<file path="config.mk">
export PLATFORM = sky130hd
export DESIGN_NAME = fifo_wr_arbiter_flat
export DESIGN_NICKNAME = d
export VERILOG_FILES = /design/src/rtl/fifo_arb_pkg.sv /design/src/rtl/fifo_wr_arbiter_if.sv /design/src/rtl/fifo_wr_arbiter_rr_picker.sv /design/src/rtl/fifo_wr_arbiter.sv /design/src/flat_wrapper.sv
export SDC_FILE = /design/constraint.sdc
export NUM_CORES = 1
export LEC_CHECK = 0
export BUFFER_PORTS_ARGS = -buffer_cell sky130_fd_sc_hd__buf_4
export CAP_MARGIN = 15
export CELL_PAD_IN_SITES_DETAIL_PLACEMENT = 0
export CELL_PAD_IN_SITES_GLOBAL_PLACEMENT = 2
export CORE_AREA = 10 10 144 93
export DETAILED_ROUTE_END_ITERATION = 8
export DIE_AREA = 0 0 154 103
export PLACE_DENSITY_LB_ADDON = 0.05
export SETUP_SLACK_MARGIN = 0.15
export SYNTH_ARGS = -nofsm -noshare
export SYNTH_HDL_FRONTEND = slang
export SYNTH_HIERARCHICAL = 1
export SYNTH_SLANG_ARGS = --single-unit
</file>
<file path="constraint.sdc">
create_clock -name clk -period 4.9 [get_ports clk]
set_input_delay 0.245 -clock clk [delete_from_list [all_inputs] [get_ports clk]]
set_output_delay 0.245 -clock clk [all_outputs]
set_load 0.005 [all_outputs]
</file>
<file path="src/rtl/fifo_arb_pkg.sv">
// Shared types and helpers for the FIFO write arbiter.
//   arb_state_e : arbiter FSM state (idle / owner holds the write port)
//   idx_width() : bit width needed to index n items (at least 1)
package fifo_arb_pkg;

    typedef enum logic {
        ARB_IDLE = 1'b0,
        ARB_OWN  = 1'b1
    } arb_state_e;

    function automatic int unsigned idx_width(input int unsigned n);
        return (n > 1) ? $clog2(n) : 1;
    endfunction

endpackage

</file>
<file path="src/rtl/fifo_wr_arbiter_if.sv">
// Bundle of producer-side and FIFO-side signals around the write arbiter.
//   req / req_data            : producer requests and their words (packed, producer i at i*W)
//   gnt                       : one-hot grant back to producers (combinational)
//   fifo_data_in / fifo_wr_en : registered write toward the FIFO
//   fifo_full / almostfull / wr_ack / overflow : FIFO status back into the arbiter
//   owner / busy / wr_count / err_overflow / err_ack_miss : arbiter status
// Modport slave is the arbiter's view; master is the environment (producers + FIFO).
interface fifo_wr_arbiter_if
    import fifo_arb_pkg::*;
#(
    parameter int unsigned NUM_REQ    = 4,
    parameter int unsigned FIFO_WIDTH = 16
);
    localparam int unsigned IdxW = idx_width(NUM_REQ);

    logic [NUM_REQ-1:0]            req;
    logic [NUM_REQ*FIFO_WIDTH-1:0] req_data;
    logic [NUM_REQ-1:0]            gnt;
    logic [FIFO_WIDTH-1:0]         fifo_data_in;
    logic                          fifo_wr_en;
    logic                          fifo_full;
    logic                          fifo_almostfull;
    logic                          fifo_wr_ack;
    logic                          fifo_overflow;
    logic [IdxW-1:0]               owner;
    logic                          busy;
    logic [31:0]                   wr_count;
    logic                          err_overflow;
    logic                          err_ack_miss;

    modport slave (
        input  req, req_data, fifo_full, fifo_almostfull, fifo_wr_ack, fifo_overflow,
        output gnt, fifo_data_in, fifo_wr_en, owner, busy, wr_count, err_overflow,
               err_ack_miss
    );

    modport master (
        output req, req_data, fifo_full, fifo_almostfull, fifo_wr_ack, fifo_overflow,
        input  gnt, fifo_data_in, fifo_wr_en, owner, busy, wr_count, err_overflow,
               err_ack_miss
    );

endinterface

</file>
<file path="src/rtl/fifo_wr_arbiter_rr_picker.sv">
// Combinational round-robin picker.
//   i_req   : request vector
//   i_start : index with highest priority; priority falls off going upward, wrapping
//   o_valid : at least one request present
//   o_idx   : first requesting index at or after i_start
module rr_picker
    import fifo_arb_pkg::*;
#(
    parameter int unsigned NUM_REQ = 4,
    parameter int unsigned IDX_W   = idx_width(NUM_REQ)
) (
    input  logic [NUM_REQ-1:0] i_req,
    input  logic [IDX_W-1:0]   i_start,
    output logic               o_valid,
    output logic [IDX_W-1:0]   o_idx
);

    logic [IDX_W-1:0] w_cand;

    // Walk from lowest to highest priority so the last hit wins.
    always_comb begin
        o_valid = 1'b0;
        o_idx   = '0;
        w_cand  = '0;
        for (int k = int'(NUM_REQ) - 1; k >= 0; k--) begin
            w_cand = IDX_W'((32'(i_start) + 32'(k)) % NUM_REQ);
            if (i_req[w_cand]) begin
                o_valid = 1'b1;
                o_idx   = w_cand;
            end
        end
    end

endmodule

</file>
<file path="src/rtl/fifo_wr_arbiter.sv">
// Round-robin write arbiter sharing one FIFO write port among NUM_REQ producers.
// Takes at most one word per cycle from the granted producer, registers it as a FIFO
// write, throttles on full/almostfull, counts acknowledged writes and latches sticky
// error flags for missing acks and FIFO overflow.
//   clk, rst : clock, asynchronous active-high reset
//   bus      : fifo_wr_arbiter_if slave view (producers, FIFO write port, status)
module fifo_wr_arbiter
    import fifo_arb_pkg::*;
#(
    parameter int unsigned NUM_REQ    = 4,
    parameter int unsigned FIFO_WIDTH = 16,
    parameter int unsigned MAX_BURST  = 4
) (
    input logic              clk,
    input logic              rst,
    fifo_wr_arbiter_if.slave bus
);

    localparam int unsigned     IdxW       = idx_width(NUM_REQ);
    localparam int unsigned     CntW       = idx_width(MAX_BURST + 1);
    localparam logic [IdxW-1:0] LastIdx    = IdxW'(NUM_REQ - 1);
    localparam logic [CntW-1:0] BurstMax   = CntW'(MAX_BURST);
    localparam logic [CntW-1:0] BurstOne   = CntW'(1);
    localparam bit              SingleBeat = (MAX_BURST == 1);

    arb_state_e            r_state, w_state_d;
    logic [IdxW-1:0]       r_owner, w_owner_d;
    logic [IdxW-1:0]       r_last_owner, w_last_owner_d;
    logic [CntW-1:0]       r_beat_cnt, w_beat_cnt_d;

    logic                  r_wr_en;
    logic                  r_ack_due;
    logic [FIFO_WIDTH-1:0] r_data;
    logic [31:0]           r_wr_count;
    logic                  r_err_overflow;
    logic                  r_err_ack_miss;

    logic                  w_can_write;
    logic                  w_release;
    logic [NUM_REQ-1:0]    w_owner_oh;
    logic [NUM_REQ-1:0]    w_pick_req;
    logic [IdxW-1:0]       w_base;
    logic [IdxW-1:0]       w_start;
    logic                  w_pick_valid;
    logic [IdxW-1:0]       w_pick_idx;
    logic                  w_grant;
    logic [IdxW-1:0]       w_grant_idx;
    logic [FIFO_WIDTH-1:0] w_grant_data;

    // A write already in flight will fill an almost-full FIFO, so hold off one cycle.
    assign w_can_write = !bus.fifo_full && !(bus.fifo_almostfull && r_wr_en);

    // Owner gives up the port when it stops requesting or has used its burst.
    assign w_release  = (r_state == ARB_OWN) &&
                        (!bus.req[r_owner] || (r_beat_cnt >= BurstMax));
    assign w_owner_oh = NUM_REQ'(1) << r_owner;

    // On release the same-cycle re-pick excludes the outgoing owner and starts after it,
    // which is what lets ownership rotate without a bubble.
    assign w_pick_req = w_release ? (bus.req & ~w_owner_oh) : bus.req;
    assign w_base     = w_release ? r_owner : r_last_owner;
    assign w_start    = (w_base == LastIdx) ? '0 : w_base + IdxW'(1);

    rr_picker #(
        .NUM_REQ (NUM_REQ),
        .IDX_W   (IdxW)
    ) u_picker (
        .i_req   (w_pick_req),
        .i_start (w_start),
        .o_valid (w_pick_valid),
        .o_idx   (w_pick_idx)
    );

    // State register
    always_ff @(posedge clk or posedge rst) begin
        if (rst) begin
            r_state      <= ARB_IDLE;
            r_owner      <= '0;
            r_last_owner <= LastIdx;
            r_beat_cnt   <= '0;
        end else begin
            r_state      <= w_state_d;
            r_owner      <= w_owner_d;
            r_last_owner <= w_last_owner_d;
            r_beat_cnt   <= w_beat_cnt_d;
        end
    end

    // Next-state and grant decision
    always_comb begin
        w_state_d      = r_state;
        w_owner_d      = r_owner;
        w_last_owner_d = r_last_owner;
        w_beat_cnt_d   = r_beat_cnt;
        w_grant        = 1'b0;
        w_grant_idx    = r_owner;
        unique case (r_state)
            ARB_IDLE: begin
                if (w_pick_valid && w_can_write) begin
                    w_grant      = 1'b1;
                    w_grant_idx  = w_pick_idx;
                    w_owner_d    = w_pick_idx;
                    w_beat_cnt_d = BurstOne;
                    // A one-beat burst is already complete, so rotate straight away.
                    if (SingleBeat) begin
                        w_last_owner_d = w_pick_idx;
                    end else begin
                        w_state_d = ARB_OWN;
                    end
                end
            end
            ARB_OWN: begin
                if (!w_release) begin
                    if (w_can_write) begin
                        w_grant      = 1'b1;
                        w_grant_idx  = r_owner;
                        w_beat_cnt_d = r_beat_cnt + BurstOne;
                    end
                end else begin
                    w_last_owner_d = r_owner;
                    if (w_pick_valid && w_can_write) begin
                        w_grant      = 1'b1;
                        w_grant_idx  = w_pick_idx;
                        w_owner_d    = w_pick_idx;
                        w_beat_cnt_d = BurstOne;
                    end else begin
                        w_state_d = ARB_IDLE;
                    end
                end
            end
        endcase
    end

    // Outputs: grant vector and the word it selects
    always_comb begin
        bus.gnt      = '0;
        w_grant_data = bus.req_data[32'(w_grant_idx) * FIFO_WIDTH +: FIFO_WIDTH];
        // Grant is combinational; force it low while reset is held.
        if (w_grant && !rst) begin
            bus.gnt[w_grant_idx] = 1'b1;
        end
    end

    // Write port, ack bookkeeping and sticky errors
    always_ff @(posedge clk or posedge rst) begin
        if (rst) begin
            r_wr_en        <= 1'b0;
            r_ack_due      <= 1'b0;
            r_data         <= '0;
            r_wr_count     <= '0;
            r_err_overflow <= 1'b0;
            r_err_ack_miss <= 1'b0;
        end else begin
            r_wr_en   <= w_grant;
            r_ack_due <= r_wr_en;
            if (w_grant) begin
                r_data <= w_grant_data;
            end
            if (bus.fifo_wr_ack) begin
                r_wr_count <= r_wr_count + 32'd1;
            end
            if (bus.fifo_overflow) begin
                r_err_overflow <= 1'b1;
            end
            if (r_ack_due && !bus.fifo_wr_ack) begin
                r_err_ack_miss <= 1'b1;
            end
        end
    end

    assign bus.fifo_wr_en   = r_wr_en;
    assign bus.fifo_data_in = r_data;
    assign bus.owner        = r_owner;
    assign bus.busy         = (r_state == ARB_OWN);
    assign bus.wr_count     = r_wr_count;
    assign bus.err_overflow = r_err_overflow;
    assign bus.err_ack_miss = r_err_ack_miss;

endmodule

</file>
<file path="src/flat_wrapper.sv">
// flat-port wrapper written by rule: the top's interface ports become plain ports
module fifo_wr_arbiter_flat import fifo_arb_pkg::*;
#(
    parameter int unsigned NUM_REQ    = 4,
    parameter int unsigned FIFO_WIDTH = 16,
    parameter int unsigned MAX_BURST  = 4
)
  (clk, rst, bus_req, bus_req_data, bus_fifo_full, bus_fifo_almostfull, bus_fifo_wr_ack, bus_fifo_overflow, bus_gnt, bus_fifo_data_in, bus_fifo_wr_en, bus_owner, bus_busy, bus_wr_count, bus_err_overflow, bus_err_ack_miss);
  fifo_wr_arbiter_if #(.NUM_REQ(NUM_REQ), .FIFO_WIDTH(FIFO_WIDTH)) bus_i ();
  input logic clk;
  input logic rst;
  input wire logic [$bits(bus_i.req)-1:0] bus_req;
  input wire logic [$bits(bus_i.req_data)-1:0] bus_req_data;
  input wire logic [$bits(bus_i.fifo_full)-1:0] bus_fifo_full;
  input wire logic [$bits(bus_i.fifo_almostfull)-1:0] bus_fifo_almostfull;
  input wire logic [$bits(bus_i.fifo_wr_ack)-1:0] bus_fifo_wr_ack;
  input wire logic [$bits(bus_i.fifo_overflow)-1:0] bus_fifo_overflow;
  output wire logic [$bits(bus_i.gnt)-1:0] bus_gnt;
  output wire logic [$bits(bus_i.fifo_data_in)-1:0] bus_fifo_data_in;
  output wire logic [$bits(bus_i.fifo_wr_en)-1:0] bus_fifo_wr_en;
  output wire logic [$bits(bus_i.owner)-1:0] bus_owner;
  output wire logic [$bits(bus_i.busy)-1:0] bus_busy;
  output wire logic [$bits(bus_i.wr_count)-1:0] bus_wr_count;
  output wire logic [$bits(bus_i.err_overflow)-1:0] bus_err_overflow;
  output wire logic [$bits(bus_i.err_ack_miss)-1:0] bus_err_ack_miss;
  assign bus_i.req = bus_req;
  assign bus_i.req_data = bus_req_data;
  assign bus_i.fifo_full = bus_fifo_full;
  assign bus_i.fifo_almostfull = bus_fifo_almostfull;
  assign bus_i.fifo_wr_ack = bus_fifo_wr_ack;
  assign bus_i.fifo_overflow = bus_fifo_overflow;
  assign bus_gnt = bus_i.gnt;
  assign bus_fifo_data_in = bus_i.fifo_data_in;
  assign bus_fifo_wr_en = bus_i.fifo_wr_en;
  assign bus_owner = bus_i.owner;
  assign bus_busy = bus_i.busy;
  assign bus_wr_count = bus_i.wr_count;
  assign bus_err_overflow = bus_i.err_overflow;
  assign bus_err_ack_miss = bus_i.err_ack_miss;
  fifo_wr_arbiter #(.NUM_REQ(NUM_REQ), .FIFO_WIDTH(FIFO_WIDTH), .MAX_BURST(MAX_BURST)) u_core (.clk(clk), .rst(rst), .bus(bus_i));
endmodule
</file>
==> impl_metrics.toml <==
[power]
seqPwrFrac_pct = 29.1
worst_ir_drop_vdd_mv = 0.242
internal_power_w = 0.00167
power_density_nw_per_um2 = 544
pwr-share-clk_pct = 28.9
p_leak_nw = 2.29
swShare_pct = 35.4
switchingPower_w = 0.000915
power_frac_comb_pct = 42.1

[yosys]
avgSynthCellArea_sq_um = 10.7
syn_area_sq_um = 3280
yosys.area_share.simple_pct = 16.9
synth.net_count = 382
synth_xor_xnor_area_share_pct = 8.53
muxShareOfSynthArea_pct = 8.76
synthCells = 306
ys_seq_area_share_pct = 45.8
synth_fa_ha_area_share_pct = 0.762
synth_top_family_by_area = "simple AND/OR/NAND/NOR gates"
synth_edf_count = 0
async_flop_share_pct = 100
yosysWarnings = 6
synth_seq_cells = 60
ys_types = 53
synth_compound_area_share_pct = 14.6
ys.flop_type = "dfrtp_1"

[cells_and_area]
multi_input_area_sq_um = 1640
nNetsFinal = 515
synthToLayoutAreaGrowth_pct = 44.5
drive_above_1_share_pct = 41.7
final_common_cell = "buf_4"
fillCellCount = 1068
final_util_pct = 43.4
finalNonFillerCells = 588
most-common-layout-cells = "buf_4 (135), dfrtp_1 (58), nand2_1 (40)"
antenna_cells = 0
seq_area_sq_um = 1500
fin_area_sq_um = 4750

[critical_path]
crit_chain = "mux2i_2 > mux2_2 > o21a_1 > nor2_1 > a31oi_1 > mux2i_1 > a211oi_2 > o2111ai_2 > o211a_2 > inv_2 > nor4_2 > buf_4"
path_max_fanout = 19
worst_ep_arrival_time_ns = 3.93
worstPathRequired_ns = 4.66
endpoint_kind = "primary output"
path_class = "reg -> out"
startpoint_type = "flip-flop"
crit_slowest_cell = "o211a_2"
cp_slowest_stage_delay_ns = 0.67

[clock_tree]
post_cts_buffers = 0
hold_buffers = 0
cts-root-buf = "clkbuf_16"
cts_made_buffers = 9
clk_latency_ns = 0.33
cts_buffer_depth = 2
cts_resized = 0
path_clk_slew_ns = 0.05
cts_sinks = 60
cts_tree = "yes"
h-tree-depth = 3

[sta]
rsz0062_at_grt = "false"
worstMarginPinSlew_ns = 0.772
finClkSkew_ns = 0.00594
period_minus_slack_ns = 4.17
fin_crit_sh_pct = 85.1
setup_violations = 0
hold_viol = 0
finalHoldWorstSlack_ns = 0.0428
finalMaxSlewViolations = 0
setup_tns_ns = 0
relSlewSlack_pct = 48.4
max_freq_mhz = 240

[die]
core_area_sq_um = 10900
dieHeight_um = 103
row_count = 30
pin_count = 132
die_w_um = 154
die_area_sq_um = 15900
initial_core_util_pct = 30.1

[placement]
routabilityCongestion = 0.781
dp_hpwl_um = 7810
placedCellCount = 572
io_buffers = 131
dpl_cell_area_sq_um = 4390

[global_routing]
grt_pass1_vias = 2951
antenna_found_initial = 0
use_met1_pct = 16.4
grt_overflow = 0
grt_max_degree = 33
grt_use_met2_pct = 18.0
grt_pass1_wl_um = 15900
grt_usage_pct = 12.7
busiest_layer = "met2"
met3_usage_pct = 6.38

[worst_hold_path]
hp-class = "in -> async"

[detailed_routing]
first_pass_iters = 4
num_vias = 2846
wl_per_cell_um = 17.3
totalWireLength_um = 10200
drt_iter0_drc = 131
drc = 0
ant_nets = 0
viasPerCell = 4.84

[run_status]
status = "finished clean"

[job]
max_cap_violations = 0
[flip-flops by register name, indices dropped and copies added (netlist names)]
name and cells:
u_core/r_last_owner 2, u_core/bus.wr_count 32, u_core/bus.fifo_data_in 16, u_core/r_beat_cnt 3, u_core/bus.owner 2, u_core/bus.fifo_wr_en 1
u_core/r_ack_due 1, u_core/bus.err_ack_miss 1, u_core/bus.busy 1, u_core/bus.err_overflow 1
[final cells by class]
type	instances	share of cell area, %
clock buffers	12	5.40
clock inverters	4	2.00
inverters	15	1.19
multi-input cells	218	34.6
flip-flops and latches	60	31.7
well taps	144	3.80
repair buffers	135	21.4
[cell usage after synthesis, drive strengths merged, types with 2 or more instances]
cell	number	share of area (%)
ha	2	0.76
mux2	2	0.69
nand2	40	4.6
o21a	3	0.69
mux2i	25	8.1
or2	2	0.38
buf	11	2.7
xnor2	17	4.5
nor2	19	2.2
nand4	10	2.1
o211ai	2	0.61
nor3	3	0.46
o221ai	16	5.6
clkbuf	2	0.23
nor4	7	2.8
nand3	6	0.91
a31oi	3	0.57
inv	15	1.7
dfrtp	58	44
a211oi	2	0.61
a22oi	16	3.7
nand2b	4	0.76
dfstp	2	1.6
and2	2	0.38
and3	4	0.76
a21oi	2	0.42
xor2	15	4.0
o21ai	4	0.61
[path summary, 6_finish.rpt]
check | from | to | slack, ns | cells past startpoint
worst max register to register | u_core/bus.owner[1]$_DFF_PP0_ | u_core/bus.fifo_data_in[14]$_DFFE_PP0P_ | 1.22 | 11
worst max-delay path | u_core/bus.owner[1]$_DFF_PP0_ | bus_gnt[0] | 0.73 | 12
min in group clk | bus_fifo_overflow | u_core/bus.err_overflow$_DFFE_PP0P_ | 0.10 | 2
worst min-delay path | rst | u_core/bus.fifo_data_in[6]$_DFFE_PP0P_ | 0.04 | 2
worst min register to register | u_core/bus.fifo_wr_en$_DFF_PP0_ | u_core/r_ack_due$_DFF_PP0_ | 0.44 | 0
max in group asynchronous | rst | u_core/r_last_owner[1]$_DFFE_PP1P_ | 3.95 | 3
[layer usage]
layer,share of wire [%],up-vias
met1,45,1373
met4,0.97,0
li1,-,1374
met5,0,-
met3,8.4,8
met2,45,91
[worst max-delay path, delay by kind of cell (launching register included)]
family / cells / cell delay (ns)
flip-flops: 1 / 0.51
AO/OA/AOI/OAI: 5 / 1.50
AND/OR/NAND/NOR: 2 / 0.33
multiplexers: 3 / 0.96
buffers and inverters: 2 / 0.27
[metrics by stage]
stage / power (W) / setup slack (ns)
2_1_floorplan: 0.00148 / 1.73
3_3_place_gp: 0.00186 / 0.971
3_5_place_dp: 0.00187 / 0.840
4_1_cts: 0.00263 / 0.478
5_1_grt: 0.00277 / 0.348
6_report: 0.00258 / 0.730
[cells by family after synthesis]
logic type	Yosys count
DFF	60
buffers and inverters	28
adders and majority gates	2
muxes	27
and+or+nand+nor	103
xor gates and xnor gates	32
AOI/OAI and AO/OA	54
[power by group through the flow]
stage | clock network, W | registers [W] | logic [W]
after floorplan | 0 | 0.000734 | 0.000743
after global placement | 0 | 0.000756 | 0.00111
after detailed placement | 0 | 0.000759 | 0.00111
after CTS | 0.000767 | 0.000753 | 0.00111
after global routing | 0.000793 | 0.000775 | 0.00120
final | 0.000746 | 0.000751 | 0.00109
No activity file was read; power rests on OpenSTA's default activity.
